## src/rtl/memory_access.sv

```systemverilog
// RV32I memory-access stage: turns loads/stores into req/ack bus transactions, aligns load data.
// Optional build macro MEM_MISALIGN_CHECK_EN adds misalignment trapping and the me_o_misaligned port.

`ifndef OPCODE_WIDTH
`define OPCODE_WIDTH 7
`endif
`ifndef LOAD_WORD
`define LOAD_WORD 7'b0000011
`endif
`ifndef STORE_WORD
`define STORE_WORD 7'b0100011
`endif

module memory_access #(
  parameter int AWIDTH      = 5,
  parameter int DWIDTH      = 32,
  parameter int FUNCT_WIDTH = 3,
  parameter int PC_WIDTH    = 32
) (
  input  logic                     me_clk,
  input  logic                     me_rst,
  input  logic                     me_i_ce,
  input  logic                     me_i_flush,
  input  logic [`OPCODE_WIDTH-1:0] me_i_opcode,
  input  logic [FUNCT_WIDTH-1:0]   me_i_funct3,
  input  logic [DWIDTH-1:0]        me_i_alu_value,
  input  logic [DWIDTH-1:0]        me_i_data_rs2,
  input  logic [DWIDTH-1:0]        me_i_data_rd,
  input  logic [AWIDTH-1:0]        me_i_addr_rd,
  input  logic                     me_i_we_reg,
  input  logic [PC_WIDTH-1:0]      me_i_pc,
  output logic                     me_o_stall,
  output logic                     me_o_req,
  output logic                     me_o_we,
  output logic [DWIDTH-1:0]        me_o_addr,
  output logic [DWIDTH-1:0]        me_o_wdata,
  output logic [3:0]               me_o_wstrb,
  input  logic                     me_i_ack,
  input  logic [DWIDTH-1:0]        me_i_rdata,
  output logic                     me_o_ce,
  output logic                     me_o_we_reg,
  output logic [AWIDTH-1:0]        me_o_addr_rd,
  output logic [DWIDTH-1:0]        me_o_data_rd,
`ifdef MEM_MISALIGN_CHECK_EN
  output logic                     me_o_misaligned,
`endif
  output logic [PC_WIDTH-1:0]      me_o_pc
);

  typedef enum logic {
    IDLE = 1'b0,
    BUS  = 1'b1
  } state_e;

  localparam logic [2:0] F3_B  = 3'b000;
  localparam logic [2:0] F3_H  = 3'b001;
  localparam logic [2:0] F3_W  = 3'b010;
  localparam logic [2:0] F3_BU = 3'b100;
  localparam logic [2:0] F3_HU = 3'b101;

  state_e              state_q;
  logic                req_q;
  logic                we_q;
  logic [DWIDTH-1:0]   addr_q;
  logic [DWIDTH-1:0]   wdata_q;
  logic [3:0]          wstrb_q;
  logic                ce_q;
  logic                we_reg_q;
  logic [AWIDTH-1:0]   addr_rd_q;
  logic [DWIDTH-1:0]   data_rd_q;
  logic [PC_WIDTH-1:0] pc_q;
  logic                misaligned_q;

  // Details of the outstanding access, retired into the writeback registers on ack.
  logic [2:0]          f3_pend_q;
  logic [1:0]          off_pend_q;
  logic [AWIDTH-1:0]   rd_pend_q;
  logic [PC_WIDTH-1:0] pc_pend_q;

  logic                accept_s;
  logic                is_load_s;
  logic                is_store_s;
  logic                misaligned_s;
  logic [1:0]          off_s;

  function automatic logic [3:0] store_strobe(input logic [2:0] f3, input logic [1:0] off);
    logic [3:0] strb;
    case (f3)
      F3_B:    strb = 4'b0001 << off;
      F3_H:    strb = 4'b0011 << {off[1], 1'b0};
      default: strb = 4'b1111;
    endcase
    return strb;
  endfunction

  function automatic logic [31:0] store_lanes(input logic [2:0] f3, input logic [31:0] rs2);
    logic [31:0] lanes;
    case (f3)
      F3_B:    lanes = {4{rs2[7:0]}};
      F3_H:    lanes = {2{rs2[15:0]}};
      default: lanes = rs2;
    endcase
    return lanes;
  endfunction

  function automatic logic [31:0] load_extend(input logic [2:0] f3, input logic [1:0] off,
                                              input logic [31:0] rdata);
    logic [7:0]  b;
    logic [15:0] h;
    logic [31:0] r;
    case (off)
      2'd0:    b = rdata[7:0];
      2'd1:    b = rdata[15:8];
      2'd2:    b = rdata[23:16];
      2'd3:    b = rdata[31:24];
      default: b = rdata[7:0];
    endcase
    h = off[1] ? rdata[31:16] : rdata[15:0];
    case (f3)
      F3_B:    r = {{24{b[7]}}, b};
      F3_BU:   r = {24'h000000, b};
      F3_H:    r = {{16{h[15]}}, h};
      F3_HU:   r = {16'h0000, h};
      default: r = rdata;
    endcase
    return r;
  endfunction

`ifdef MEM_MISALIGN_CHECK_EN
  function automatic logic is_misaligned(input logic [2:0] f3, input logic [1:0] off);
    logic mis;
    case (f3)
      F3_H, F3_HU: mis = off[0];
      F3_W:        mis = (off != 2'b00);
      default:     mis = 1'b0;
    endcase
    return mis;
  endfunction
`endif

  assign off_s      = me_i_alu_value[1:0];
  assign accept_s   = me_i_ce && !me_i_flush;
  assign is_load_s  = (me_i_opcode == `LOAD_WORD);
  assign is_store_s = (me_i_opcode == `STORE_WORD);

`ifdef MEM_MISALIGN_CHECK_EN
  assign misaligned_s = (is_load_s || is_store_s) && is_misaligned(me_i_funct3, off_s);
  assign me_o_misaligned = misaligned_q;
`else
  assign misaligned_s = 1'b0;
`endif

  // Stage FSM: issues bus requests and owns every registered output.
  always_ff @(posedge me_clk) begin
    if (me_rst) begin
      state_q      <= IDLE;
      req_q        <= 1'b0;
      we_q         <= 1'b0;
      addr_q       <= 32'h0000_0000;
      wdata_q      <= 32'h0000_0000;
      wstrb_q      <= 4'b0000;
      ce_q         <= 1'b0;
      we_reg_q     <= 1'b0;
      addr_rd_q    <= '0;
      data_rd_q    <= 32'h0000_0000;
      pc_q         <= '0;
      misaligned_q <= 1'b0;
      f3_pend_q    <= 3'b000;
      off_pend_q   <= 2'b00;
      rd_pend_q    <= '0;
      pc_pend_q    <= '0;
    end else begin
      ce_q         <= 1'b0;
      we_reg_q     <= 1'b0;
      misaligned_q <= 1'b0;
      case (state_q)
        IDLE: begin
          if (!accept_s) begin
            state_q <= IDLE;
          end else if (misaligned_s) begin
            ce_q         <= 1'b1;
            misaligned_q <= 1'b1;
            addr_rd_q    <= me_i_addr_rd;
            pc_q         <= me_i_pc;
          end else if (is_load_s || is_store_s) begin
            state_q    <= BUS;
            req_q      <= 1'b1;
            we_q       <= is_store_s;
            addr_q     <= {me_i_alu_value[31:2], 2'b00};
            wstrb_q    <= is_store_s ? store_strobe(me_i_funct3, off_s) : 4'b0000;
            wdata_q    <= store_lanes(me_i_funct3, me_i_data_rs2);
            f3_pend_q  <= me_i_funct3;
            off_pend_q <= off_s;
            rd_pend_q  <= me_i_addr_rd;
            pc_pend_q  <= me_i_pc;
          end else begin
            ce_q      <= 1'b1;
            we_reg_q  <= me_i_we_reg;
            data_rd_q <= me_i_data_rd;
            addr_rd_q <= me_i_addr_rd;
            pc_q      <= me_i_pc;
          end
        end
        BUS: begin
          // Flush is deliberately ignored here: the outstanding access is older.
          if (me_i_ack) begin
            state_q   <= IDLE;
            req_q     <= 1'b0;
            ce_q      <= 1'b1;
            we_reg_q  <= !we_q;
            addr_rd_q <= rd_pend_q;
            pc_q      <= pc_pend_q;
            if (!we_q) begin
              data_rd_q <= load_extend(f3_pend_q, off_pend_q, me_i_rdata);
            end
          end
        end
        default: begin
          state_q <= IDLE;
          req_q   <= 1'b0;
        end
      endcase
    end
  end

  assign me_o_stall   = (state_q == BUS);
  assign me_o_req     = req_q;
  assign me_o_we      = we_q;
  assign me_o_addr    = addr_q;
  assign me_o_wdata   = wdata_q;
  assign me_o_wstrb   = wstrb_q;
  assign me_o_ce      = ce_q;
  assign me_o_we_reg  = we_reg_q;
  assign me_o_addr_rd = addr_rd_q;
  assign me_o_data_rd = data_rd_q;
  assign me_o_pc      = pc_q;

endmodule
```

## config.mk

```make
export PLATFORM = sky130hd
export DESIGN_NAME = memory_access
export DESIGN_NICKNAME = d
export VERILOG_FILES = /design/src/rtl/memory_access.sv
export SDC_FILE = /design/constraint.sdc
export NUM_CORES = 1
export LEC_CHECK = 0
export BUFFER_PORTS_ARGS = -buffer_cell sky130_fd_sc_hd__buf_2
export CAP_MARGIN = 20
export CELL_PAD_IN_SITES_DETAIL_PLACEMENT = 1
export CELL_PAD_IN_SITES_GLOBAL_PLACEMENT = 1
export CORE_MARGIN = 8
export CORE_UTILIZATION = 32
export DETAILED_ROUTE_END_ITERATION = 12
export GPL_TIMING_DRIVEN = 0
export PLACE_DENSITY = 0.78
export SLEW_MARGIN = 25
export SYNTH_ARGS = -nofsm -noshare
export SYNTH_HDL_FRONTEND = slang
export SYNTH_SLANG_ARGS = --single-unit
```

## constraint.sdc

```tcl
create_clock -name me_clk -period 2.4 [get_ports me_clk]
set_input_delay 0.6 -clock me_clk [delete_from_list [all_inputs] [get_ports me_clk]]
set_output_delay 0.6 -clock me_clk [all_outputs]
set_load 0.03 [all_outputs]
```

==> flow_summary.ini, run 1 <==
[outcome]
status = complete, no violations

[sta]
final.setup_skew_ps = 12.6
worst_slack_ps = 43.6
holdWs_ps = 395
finalCriticalPeriod_ps = 2360
final-setup-viol-count = 0
fin_tns_setup_ps = 0
rsz0062_at_grt = no
max_freq_ghz = 0.424
period_share_pct = 98.2
slew_headroom_pct = 40.3
hold_viol = 0
worst_pin_slew_ps = 891
final-max-slew-violation-count = 0

[pwr]
leakagePower_nw = 4.26
finalPower_mw = 6.75
p_per_area_mw_per_mm2 = 638
ir_worst_vdd_v = 0.000352

[place]
dp_hpwl_um = 26100
gp_congestion = 0.874
place_area_mm2 = 0.00998
port_buffers = 319
place_inst = 1595
pre_cts_ws_ps = -299

[floorplan]
core_area_mm2 = 0.0244
fp.dieArea_mm2 = 0.0302
start_util_pct = 32.7
die_h_um = 174
rows = 57
die_x_um = 174
io_pins = 323

[setup_path]
crit_buf_inv = 3
start_kind = input pin
regToRegStartpoint = me_o_stall$_SDFF_PP0_
slowest_stage = nor2_1
critPathKind = input pin to flop
arrival_ps = 2660
crit_top_cell = clkbuf_1
crit_fanout = 10
crit_start = me_i_funct3[2]
cp_top_family = buffers and inverters
critPathMaxStageDelay_ps = 670
crit_path_cell_trace = buf_2, clkbuf_1, nor2_1, clkbuf_1, nand2_1, o211ai_1, a21oi_1
cp_data_required_time_ps = 2700
cp-end-kind = flop

[cts]
cts_root_buf = clkbuf_16
cts_buffer_depth = 2
clk_pin_slew_worst_paths_ps = 80
postCtsSetupRepairBufs = 0
hold_buffers = 0
cts.sinks = 182
cts_max_level = 4
insertion_delay_ps = 430
cts_inserted_buffers = 17
cts_resized = 0
cts_tree = built

[global_routing]
antenna_found_initial = 8
first_global_vias = 8749
grt_overflow_total = 0
grt_usage_pct = 21.1
grt_max_degree = 20
grt_pass1_wl_um = 50500

[routing]
postRouteAntennaNets = 0
drtIter0Drc = 321
wl_per_cell_um = 20.4
drt_wl_total_um = 33200
vias = 8366
firstDrtPassIters = 4
viasPerCell = 5.13
drc = 0

[worst_hold_path]
hold_start = me_i_alu_value[21]
worst_hold_path_type = input pin to flop

[yosys]
netlist_area_mm2 = 0.00798
ys_seq_area_share_pct = 45.7
syn_area_per_cell_um2 = 8.39
ys.flop_type = dfxtp_1
synth_cell_types = 41
synth_seq_cells = 182
synth_edf_count = 0
synth-async-reset-ratio_pct = 0
ys_warn_count = 0
postSynthCellCount = 951

[finish]
drive_gt1_share_pct = 31.5
area_growth_pct = 32.5
stdcell_count = 1631
fin_util_pct = 43.3
final_nets = 1471
final_area_mm2 = 0.0106

[run]
max_cap_viol_count = 0
## worst register-to-register path: stages, from the launching register on
cell      delay, ps
dfxtp_1         410
buf_4           220
clkbuf_1        420
buf_1           650
o221ai_1        240
a21oi_1         160
## power breakdown
part	switching (mW)	total, mW	internal (mW)
registers	0.0373	3.13	3.09
clock network	1.42	2.83	1.40
logic	0.513	0.793	0.280
total	1.97	6.75	4.78
## placed cells by master, fill, tap and decap left out, types with 9 or more instances in the layout
cell type | netlist | layout
nor2_1 | 63 | 63
o221ai_2 | 10 | 10
dfxtp_1 | 182 | 182
and2_1 | 17 | 17
o211ai_1 | 20 | 20
clkbuf_16 | 0 | 17
nand2_1 | 235 | 235
buf_4 | 16 | 16
nor2b_1 | 9 | 9
clkbuf_1 | 45 | 46
a211oi_1 | 43 | 43
a311oi_1 | 13 | 13
a21oi_1 | 129 | 129
nand3_1 | 15 | 15
o21ai_0 | 14 | 14
buf_2 | 13 | 332
mux2i_1 | 55 | 55
o221ai_1 | 11 | 11
## worst paths after layout
path | end | slack [ps] | cells after the start
min reg2reg | me_o_data_rd[3]$_SDFFE_PP0P_ | 450 | 2
min | me_o_addr[21]$_SDFFE_PP0P_ | 390 | 3
max | me_o_wdata[31]$_SDFFE_PP0P_ | 40 | 7
max reg2reg | me_o_data_rd[2]$_SDFFE_PP0P_ | 230 | 5
## metal layers
| metal | global-route usage (%) | share of wire, % |
|---|---|---|
| met1 | 25.1 | 43 |
| met2 | 36.0 | 49 |
| met3 | 7.14 | 7.4 |
| met4 | 5.45 | 1.2 |
| met5 | 0 | 0.14 |
## cells in the mapped netlist, types with 4 or more instances
cell type / instances / area, um^2
a32oi_1: 5 / 43.8
buf_6: 8 / 90.1
nor2b_1: 9 / 56.3
buf_2: 13 / 65.1
o211ai_1: 20 / 150
nor2_1: 63 / 236
nand2_1: 235 / 882
nor3_1: 4 / 20.0
a211oi_1: 43 / 323
o221ai_1: 11 / 96.3
nand3_1: 15 / 75.1
a311oi_1: 13 / 114
a21oi_1: 129 / 646
o221ai_2: 10 / 150
o21ai_0: 14 / 70.1
inv_1: 4 / 15.0
buf_4: 16 / 120
and2_1: 17 / 106
nand2b_1: 7 / 43.8
clkbuf_1: 45 / 169
mux2i_1: 55 / 551
a31oi_1: 5 / 31.3
dfxtp_1: 182 / 3640
## kinds of logic after synthesis
kind of cell	share of synthesized area, %
buffers and inverters	5.90
multiplexers	7.47
AO/OA/AOI/OAI	21.7
flip-flops	45.7
other	0.0470
AND/OR/NAND/NOR	19.2
## area by class of cell
type,instances,area [um^2]
Fill cell,3092,13800
Timing Repair Buffer,319,1600
Multi-Input combinational cell,681,3860
Antenna cell,4,10.0
Buffer,84,452
Tap cell,324,405
Inverter,5,18.8
Clock inverter,14,150
Clock buffer,18,429
Sequential cell,182,3640
(Power assumes the default switching activity.)
==> run 2, diff against run 1 <==
--- a/config.mk
+++ b/config.mk
@@ -7,7 +7,7 @@
 export LEC_CHECK = 0
 export BUFFER_PORTS_ARGS = -buffer_cell sky130_fd_sc_hd__buf_2
 export CAP_MARGIN = 20
-export CELL_PAD_IN_SITES_DETAIL_PLACEMENT = 1
+export CELL_PAD_IN_SITES_DETAIL_PLACEMENT = 0
 export CELL_PAD_IN_SITES_GLOBAL_PLACEMENT = 1
 export CORE_MARGIN = 8
 export CORE_UTILIZATION = 32
==> run 2 against run 1 <==
Compared with the run above: hold slack better by 7.4 ps; sequential cell count unchanged; critical path depth unchanged; largest power group unchanged; worst setup slack better by 15 ps.
==> flow_summary.ini, run 2 (same netlist as run 1, synthesis figures left out) <==
[pwr]
combPwrFrac_pct = 11.7
ir_worst_vdd_v = 0.000407
leakagePower_nw = 4.25
switching_power_mw = 1.94
p_seq_share_pct = 46.6
p_int_mw = 4.77
clkPwrFrac_pct = 41.7
switching_share_pct = 28.9
finalPower_mw = 6.71
p_per_area_mw_per_mm2 = 635

[sta]
final-max-slew-violation-count = 0
rsz0062_at_grt = no
worst_pin_slew_ps = 910
final-setup-viol-count = 0
finalCriticalPeriod_ps = 2340
final.setup_skew_ps = 12.3
hold_viol = 0
period_share_pct = 97.6
max_freq_ghz = 0.427
slew_headroom_pct = 39.0

[finish]
layout_common_cells = buf_2, nand2_1, dfxtp_1
area_growth_pct = 32.5
stdcell_count = 1630
drive_gt1_share_pct = 31.5
fill_cells = 2606
final_common_cell = buf_2
multiInputGateArea_mm2 = 0.00386
final_nets = 1471
ff_latch_area_mm2 = 0.00364

[setup_path]
crit_top_cell = clkbuf_1
regToRegStartpoint = me_o_stall$_SDFF_PP0_
cp-end-kind = flop
arrival_ps = 2630
r2r_cells = 5
cp_data_required_time_ps = 2690
crit_fanout = 10
critPathKind = input pin to flop
critPathMaxStageDelay_ps = 650
reg2reg_slack_ps = 210
start_kind = input pin
slowest_stage = nor2_1
crit_path_cell_trace = buf_2, clkbuf_1, nor2_1, clkbuf_1, nand2_1, o211ai_1, a21oi_1
regToRegEndpoint = me_o_data_rd[2]$_SDFFE_PP0P_

[routing]
wl_per_cell_um = 19.3
drtIter0Drc = 454
drt_wl_total_um = 31400
wl_met1_um = 13400
route.met2.wl_um = 14700
routed.top_layer = met5
viasPerCell = 4.99
firstDrtPassIters = 5
wl_met3_um = 2660
postRouteAntennaNets = 0
vias = 8132
drc = 0

[global_routing]
antenna_found_initial = 6
grt_overflow_total = 0
grt_pass1_wl_um = 47300
grt_usage_pct = 19.8
grt_max_degree = 20
first_global_vias = 8186

[cts]
cts.sinks = 182
hold_buffers = 0
cts_inserted_buffers = 17
insertion_delay_ps = 430
clk_pin_slew_worst_paths_ps = 80
cts_max_level = 4
cts_buffer_depth = 2
cts_root_buf = clkbuf_16
postCtsSetupRepairBufs = 0
cts_resized = 0
cts_tree = built

[floorplan]
die_x_um = 174
core_area_mm2 = 0.0244
rows = 57
fp.dieArea_mm2 = 0.0302
die_h_um = 174
start_util_pct = 32.7
io_pins = 323

[worst_hold_path]
hold_start = me_i_alu_value[20]
whs_path_depth = 3
worst_hold_path_type = input pin to flop
min_to = me_o_addr[20]$_SDFFE_PP0P_

[outcome]
status = complete, no violations

[place]
dp_hpwl_um = 24500
place_inst = 1595
gp_congestion = 0.874
port_buffers = 319

[run]
max_cap_viol_count = 0
run 2: how the worst max path moves through the flow:
stage,depth (start not counted),slack [ps],end,from
after CTS,5,150,me_o_data_rd[2]$_SDFFE_PP0P_,me_o_stall$_SDFF_PP0_
after floorplan,8,440,me_o_addr[22]$_SDFFE_PP0P_,me_i_opcode[3]
after detailed placement,7,-300,me_o_wdata[31]$_SDFFE_PP0P_,me_i_funct3[1]
after global placement,7,-290,me_o_wdata[31]$_SDFFE_PP0P_,me_i_funct3[1]
final,7,60,me_o_wdata[31]$_SDFFE_PP0P_,me_i_funct3[1]
after global routing,5,9,me_o_data_rd[2]$_SDFFE_PP0P_,me_o_stall$_SDFF_PP0_
run 2: final cells by class:
| cell class | count | share of cell area (%) |
|---|---|---|
| Inverter | 5 | 0.178 |
| Sequential cell | 182 | 34.5 |
| Clock inverter | 14 | 1.39 |
| Multi-Input combinational cell | 681 | 36.6 |
| Buffer | 84 | 4.28 |
| Antenna cell | 3 | 0.0711 |
| Clock buffer | 18 | 4.06 |
| Timing Repair Buffer | 319 | 15.1 |
| Tap cell | 324 | 3.84 |
run 2: routing by layer:
| metal | GRT usage (%) | up-vias |
|---|---|---|
| li1 | - | 3992 |
| met2 | 32.0 | 323 |
| met3 | 6.95 | 41 |
| met4 | 6.06 | 6 |
| met1 | 24.3 | 3770 |
| met5 | 0 | - |
run 2: through the flow:
stage               cell area, um^2  util [%]  setup WS, ps  hold slack (ps)  setup TNS (ps)
floorplan                      7980         -           441              436               0
global placement               9980      40.9          -291              437           -2380
detailed placement             9980      40.9          -298              444           -3060
CTS                           10600      43.3           148              377               0
global route                  10600      43.3          8.97              378               0
finish                        10600      43.3          58.8              402               0
run 2: power by group through the flow:
| stage | Combinational [mW] | Sequential [mW] | Clock (mW) |
|---|---|---|---|
| finish | 0.784 | 3.13 | 2.80 |
| floorplan | 0.266 | 3.34 | 0 |
| CTS | 0.792 | 3.13 | 2.87 |
| detailed placement | 0.790 | 3.20 | 0 |
| global route | 0.843 | 3.14 | 2.99 |
| global placement | 0.787 | 3.20 | 0 |
run 2: worst max-delay path: cells and delay by family:
family / cells / cell delay (ps)
buffers and inverters: 3 / 840
AND/OR/NAND/NOR: 2 / 810
AO/OA/AOI/OAI: 2 / 380
